**src/rtl/apu_pkg.sv**
```systemverilog
// ============================================================================
// Module   : apu_pkg
// Purpose  : Shared constants and types for the APU register writer: the
//            highest legal register offset, the status register offset,
//            channel indices and the byte-parser state encoding.
// Revision : 1.0 - initial release
// ============================================================================
`default_nettype none

package apu_pkg;

    // Highest register offset ($4017) the parser accepts as an address byte
    localparam logic [7:0] ADDR_MAX    = 8'h17;
    // Offset of the channel enable / status register ($4015)
    localparam logic [4:0] ADDR_STATUS = 5'h15;

    // Channel indices into reg_change / channel_enable
    localparam int CH_SQ1   = 0;
    localparam int CH_SQ2   = 1;
    localparam int CH_TRI   = 2;
    localparam int CH_NOISE = 3;
    localparam int NUM_CH   = 4;

    typedef enum logic {ST_ADDR, ST_DATA} parse_state_t;

endpackage

`default_nettype wire

```
**src/rtl/apu_cmd_timeout.sv**
```systemverilog
// ============================================================================
// Module   : apu_cmd_timeout
// Purpose  : Saturating idle counter used while the parser waits for a data
//            byte. o_expired is high while the count sits at
//            TIMEOUT_CYCLES-1.
// Ports    : clk, rst_n      - clock, asynchronous active-low reset
//            i_clear         - restart the count at zero
//            i_count         - advance the count by one (saturating)
//            o_expired       - count has reached TIMEOUT_CYCLES-1
// Revision : 1.0 - initial release
// ============================================================================
`default_nettype none

module apu_cmd_timeout #(
    parameter int TIMEOUT_CYCLES = 1024
) (
    input  logic clk,
    input  logic rst_n,
    input  logic i_clear,
    input  logic i_count,
    output logic o_expired
);

    localparam int TW = $clog2(TIMEOUT_CYCLES) + 1;
    localparam logic [TW-1:0] LAST = TW'(TIMEOUT_CYCLES - 1);

    logic [TW-1:0] r_timer;

    always_ff @(posedge clk or negedge rst_n) begin
        if (!rst_n) begin
            r_timer <= '0;
        end else if (i_clear) begin
            r_timer <= '0;
        end else if (i_count && (r_timer != {TW{1'b1}})) begin
            // Saturate instead of wrapping so a stale count never re-arms
            r_timer <= r_timer + 1'b1;
        end
    end

    assign o_expired = (r_timer == LAST);

endmodule

`default_nettype wire

```
**src/rtl/apu_register_writer.sv**
```systemverilog
// ============================================================================
// Module   : apu_register_writer
// Purpose  : Byte-stream command decoder for the APU register bank. Pairs an
//            address byte with the following data byte, updates the shadow
//            registers $4000-$400F and $4015, and flips a per-channel toggle
//            whenever a channel must reload its parameters.
// Ports    : clk, rst_n       - clock, asynchronous active-low reset
//            rx_data/rx_valid - received byte and its 1-cycle strobe
//            reg_bank         - shadow regs, byte n = $4000+n (n = 0..15)
//            channel_enable   - $4015[4:0]
//            reg_change       - reload toggles [0] sq1 [1] sq2 [2] tri [3] noise
//            write_strobe     - 1-cycle pulse on every accepted write
// Config   : RELOAD_ON_ANY_WRITE_EN - when defined, any write to $4000-$400F
//            flips its channel's toggle, not only register 3.
// Revision : 1.0 - initial release
// ============================================================================
`default_nettype none

module apu_register_writer
    import apu_pkg::*;
#(
    parameter int TIMEOUT_CYCLES = 1024
) (
    input  logic         clk,
    input  logic         rst_n,
    input  logic [7:0]   rx_data,
    input  logic         rx_valid,
    output logic [127:0] reg_bank,
    output logic [4:0]   channel_enable,
    output logic [3:0]   reg_change,
    output logic         write_strobe
);

    parse_state_t r_state;
    parse_state_t w_state_next;
    logic [4:0]   r_addr;
    logic [127:0] r_bank;
    logic [4:0]   r_enable;
    logic [3:0]   r_change;
    logic         r_strobe;

    logic         w_accept_addr;
    logic         w_do_write;
    logic         w_timer_clear;
    logic         w_timer_count;
    logic         w_expired;
    logic [3:0]   w_flip;

    apu_cmd_timeout #(
        .TIMEOUT_CYCLES (TIMEOUT_CYCLES)
    ) u_timeout (
        .clk       (clk),
        .rst_n     (rst_n),
        .i_clear   (w_timer_clear),
        .i_count   (w_timer_count),
        .o_expired (w_expired)
    );

    // ------------------------------------------------------------------
    // Parser FSM
    // ------------------------------------------------------------------
    always_ff @(posedge clk or negedge rst_n) begin
        if (!rst_n) begin
            r_state <= ST_ADDR;
        end else begin
            r_state <= w_state_next;
        end
    end

    always_comb begin
        w_state_next  = r_state;
        w_accept_addr = 1'b0;
        w_do_write    = 1'b0;
        w_timer_clear = 1'b0;
        w_timer_count = 1'b0;
        case (r_state)
            ST_ADDR: begin
                // Out-of-range bytes are dropped here so a desynchronised
                // stream realigns on the next legal address
                if (rx_valid && (rx_data <= ADDR_MAX)) begin
                    w_accept_addr = 1'b1;
                    w_timer_clear = 1'b1;
                    w_state_next  = ST_DATA;
                end
            end
            ST_DATA: begin
                // A byte on the expiry cycle is still taken as data
                if (rx_valid) begin
                    w_do_write   = 1'b1;
                    w_state_next = ST_ADDR;
                end else begin
                    w_timer_count = 1'b1;
                    if (w_expired) begin
                        w_state_next = ST_ADDR;
                    end
                end
            end
            default: begin
                w_state_next = ST_ADDR;
            end
        endcase
    end

    // ------------------------------------------------------------------
    // Reload toggle decode
    // ------------------------------------------------------------------
    always_comb begin
        w_flip = '0;
        if (w_do_write) begin
            if (!r_addr[4]) begin
`ifdef RELOAD_ON_ANY_WRITE_EN
                w_flip[r_addr[3:2]] = 1'b1;
`else
                // Register 3 of a channel carries the length/reload trigger
                if (r_addr[1:0] == 2'b11) begin
                    w_flip[r_addr[3:2]] = 1'b1;
                end
`endif
            end else if (r_addr == ADDR_STATUS) begin
                // Only an enabled channel being switched off needs a reload
                for (int c = 0; c < NUM_CH; c++) begin
                    w_flip[c] = r_enable[c] & ~rx_data[c];
                end
            end
        end
    end

    // ------------------------------------------------------------------
    // Address latch and register bank
    // ------------------------------------------------------------------
    always_ff @(posedge clk or negedge rst_n) begin
        if (!rst_n) begin
            r_addr   <= '0;
            r_bank   <= '0;
            r_enable <= '0;
            r_change <= '0;
            r_strobe <= 1'b0;
        end else begin
            r_strobe <= w_do_write;
            r_change <= r_change ^ w_flip;
            if (w_accept_addr) begin
                r_addr <= rx_data[4:0];
            end
            if (w_do_write) begin
                if (!r_addr[4]) begin
                    r_bank[{r_addr[3:0], 3'b000} +: 8] <= rx_data;
                end else if (r_addr == ADDR_STATUS) begin
                    r_enable <= rx_data[4:0];
                end
                // $4010-$4014, $4016, $4017 are accepted but have no storage
            end
        end
    end

    assign reg_bank       = r_bank;
    assign channel_enable = r_enable;
    assign reg_change     = r_change;
    assign write_strobe   = r_strobe;

endmodule

`default_nettype wire

```
**config.mk**
```make
export PLATFORM = sky130hd
export DESIGN_NAME = apu_register_writer
export DESIGN_NICKNAME = d
export VERILOG_FILES = /design/src/rtl/apu_pkg.sv /design/src/rtl/apu_cmd_timeout.sv /design/src/rtl/apu_register_writer.sv
export SDC_FILE = /design/constraint.sdc
export NUM_CORES = 1
export LEC_CHECK = 0
export BUFFER_PORTS_ARGS = -buffer_cell sky130_fd_sc_hd__buf_4
export CORE_ASPECT_RATIO = 1.5
export CORE_UTILIZATION = 58
export DETAILED_ROUTE_END_ITERATION = 8
export GPL_ROUTABILITY_DRIVEN = 0
export PLACE_DENSITY_LB_ADDON = 0.12
export REMOVE_ABC_BUFFERS = 1
export SETUP_SLACK_MARGIN = 0.5
export SYNTH_ARGS = -nofsm -noshare
export SYNTH_HDL_FRONTEND = slang
export SYNTH_SLANG_ARGS = --single-unit
```
**constraint.sdc**
```tcl
create_clock -name clk -period 5 [get_ports clk]
set_clock_uncertainty 0.15 [all_clocks]
set_input_delay 1 -clock clk [delete_from_list [all_inputs] [get_ports clk]]
set_output_delay 1 -clock clk [all_outputs]
set_load 0.05 [all_outputs]
```
==> out/results.tsv <==
metric	value	unit
status	complete, no violations	
stdcell_count	744	
cts_max_level	4	
leakage	4.29	nW
mostFrequentLayoutCell	dfrtp_1	
post_cts_resized	0	
synth_top_cell_by_area	dfrtp_1	
cts_tree	built	
drt_iter0_markers	212	
clockBufferDepth	2	
grt_pass1_vias	4199	
synth_seq_area_share	0.611	
cp.required	5.15	ns
dp_hpwl	9940	um
finalHoldViolCount	0	
synth_top_family_by_area	multiplexers	
dieArea	11400	um^2
syn_avg_cell_area	14.5	um^2
fin_util	0.777	
clk_pin_slew	0.06	ns
rsz0062_at_grt	false	
synth_edf_count	0	
viasPerCell	5.63	
yosysWarnings	0	
start_util	0.600	
wl_per_cell	20.3	um
dieHeight	130	um
antenna_found_initial	0	
fin_crit_sh	0.562	
p_comb_frac	0.288	
drt_pre_antenna_iters	4	
hp-class	flop to flop	
drt_drc_violations_left	0	
grt_max_degree	64	
p_switching	1.48	mW
synth_flop_cell	dfrtp_1	
ir_drop	0.452	mV
hold_buffers	0	
clockRootBuffer	clkbuf_16	
pin_count	149	
maxCapViolCount	0	
synth_cells	438	
clock-sinks	155	
wl	15100	um
clkPwrFrac	0.337	
synthMuxAreaShare	0.241	
area_delta_synth_final	29.6	%
overflow	0	
async_flop_share	1.00	
cp_max_fo	8	
synthAdderAreaFrac	0.00788	
routed-via-count	4188	
dp.cells	712	
grt_pass1_wl	23300	um
power_frac_seq	0.375	
fillCellCount	694	
synth_top_cell_area_share	0.611	
core	10600	um^2
cts_buffers	17	
min_period	2.81	ns
hold_slack	0.322	ns
maxSlewViolCount	0	
relSlewSlack	0.445	
post_cts_buffers	0	
synth_xor_area_frac	0.00828	
maxClockFrequency	0.356	GHz
num_antenna_cells	0	
ant_nets	0	
worstSkewPairLatency	0.42	ns
drive_gt1_frac	0.558	
num_rows	46	
p_int	2.71	mW
critPathKind	flop to flop	
synth_compound_area_frac	0.0307	
worst_slew_pin_slew	0.833	ns
ys_ff_latch	155	
p_per_area	508	nW/um^2
setup_tns	0	ns
yosys-top-cells-area	dfrtp_1 (61%), mux2_2 (24%), nand2_1 (1.3%), clkbuf_1 (0.83%), ha_1 (0.79%)	
finalSetupViolCount	0	
portBuffers	148	
synth-simple-area-share	0.0839	
end_kind	flop	
die_width	87.4	um
cp.arrival	2.96	ns
mostFrequentLayoutCells	dfrtp_1 (155), buf_4 (149), mux2_2 (133), nand2_1 (22), clkbuf_16 (17)	
ys_types	51	
synth_area	6350	um^2
startpoint_type	flop	
switching_share	0.354	
grt_usage	0.279	
fin_nets	602	
r2r_slack	2.19	ns
[path summary, 6_finish.rpt]
kind,cells past startpoint,startpoint,end
min reg2reg,1,reg_change[3]$_DFF_PN0_,reg_change[3]$_DFF_PN0_
max in group asynchronous,2,rst_n,reg_bank[44]$_DFFE_PN0P_
min,1,reg_change[3]$_DFF_PN0_,reg_change[3]$_DFF_PN0_
max,6,r_addr[1]$_DFFE_PN0P_,reg_bank[123]$_DFFE_PN0P_
min in group asynchronous,1,rst_n,reg_bank[36]$_DFFE_PN0P_
max reg2reg,6,r_addr[1]$_DFFE_PN0P_,reg_bank[123]$_DFFE_PN0P_
[power groups by stage]
stage | sequential (mW) | combinational (mW) | clock (mW)
2_1_floorplan | 2.14 | 0.232 | 0
3_3_place_gp | 1.58 | 1.18 | 0
3_5_place_dp | 1.59 | 1.20 | 0
4_1_cts | 1.57 | 1.21 | 1.42
5_1_grt | 1.59 | 1.25 | 1.47
6_report | 1.57 | 1.20 | 1.41
[critical path, stage by stage, from the launching register on]
cell and delay [ns]:
dfrtp_1 0.47, inv_1 0.18, ha_1 0.36, xor2_1 0.64, nand2_1 0.21, nor2_4 0.31
mux2_2 0.37
[state kept, by name, summed over array words and instances (netlist names)]
name / flops
channel_enable: 5
write_strobe: 1
r_addr: 5
u_timeout.r_timer: 11
reg_bank: 128
r_state: 1
reg_change: 4
[metal layers]
layer | vias up | GRT usage | share of wire
li1 | 1854 | - | -
met1 | 2170 | 0.342 | 0.38
met2 | 145 | 0.483 | 0.55
met3 | 19 | 0.0696 | 0.051
met4 | 0 | 0.0887 | 0.015
met5 | - | 0 | 0
[metrics by stage]
step | cell area, um^2 | total power [mW] | worst slack (ns)
after floorplan | 6260 | 2.38 | 2.45
after detailed placement | 7570 | 2.79 | 2.14
after CTS | 8230 | 4.20 | 2.22
after global placement | 7570 | 2.76 | 2.21
after global routing | 8230 | 4.31 | 2.08
final | 8230 | 4.18 | 2.19
[final cells by class]
class	instances	area, um^2	share of cell area
Sequential cell	155	3880	0.471
Multi-Input combinational cell	256	2360	0.287
Timing Repair Buffer	150	1130	0.137
Clock buffer	18	439	0.0534
Clock inverter	14	218	0.0265
Tap cell	144	180	0.0219
Inverter	7	26.3	0.00319
[kinds of logic (layout without fill, tap and decap cells)]
group                    after synthesis  after routing
flip-flops                           155            155
AO/OA/AOI/OAI                         28             28
XOR/XNOR                               6              6
buffers and inverters                 27            189
adder cells (fa/ha/maj)                4              4
multiplexers                         136            136
AND/OR/NAND/NOR                       82             82
[Yosys cell counts (2+ instances only)]
cell      count
a21oi_1       4
a31oi_1       2
a32oi_1       2
and2_1        2
buf_2         2
buf_4         2
clkbuf_1     14
dfrtp_1     155
ha_1          4
inv_1         7
mux2_2      133
mux2i_1       3
nand2_1      22
nand2b_1      7
nand3_1       7
nand3_2       3
nand4_1       3
nand4b_1      3
nor2_1        6
nor2b_1       2
nor3_1        6
nor3_4        3
nor4_1        2
o21ai_0       8
o21ai_2       2
o31ai_1       3
or2_2         2
or4_1         2
xnor2_1       4
xor2_1        2
Power figures use the tool's default switching activity.
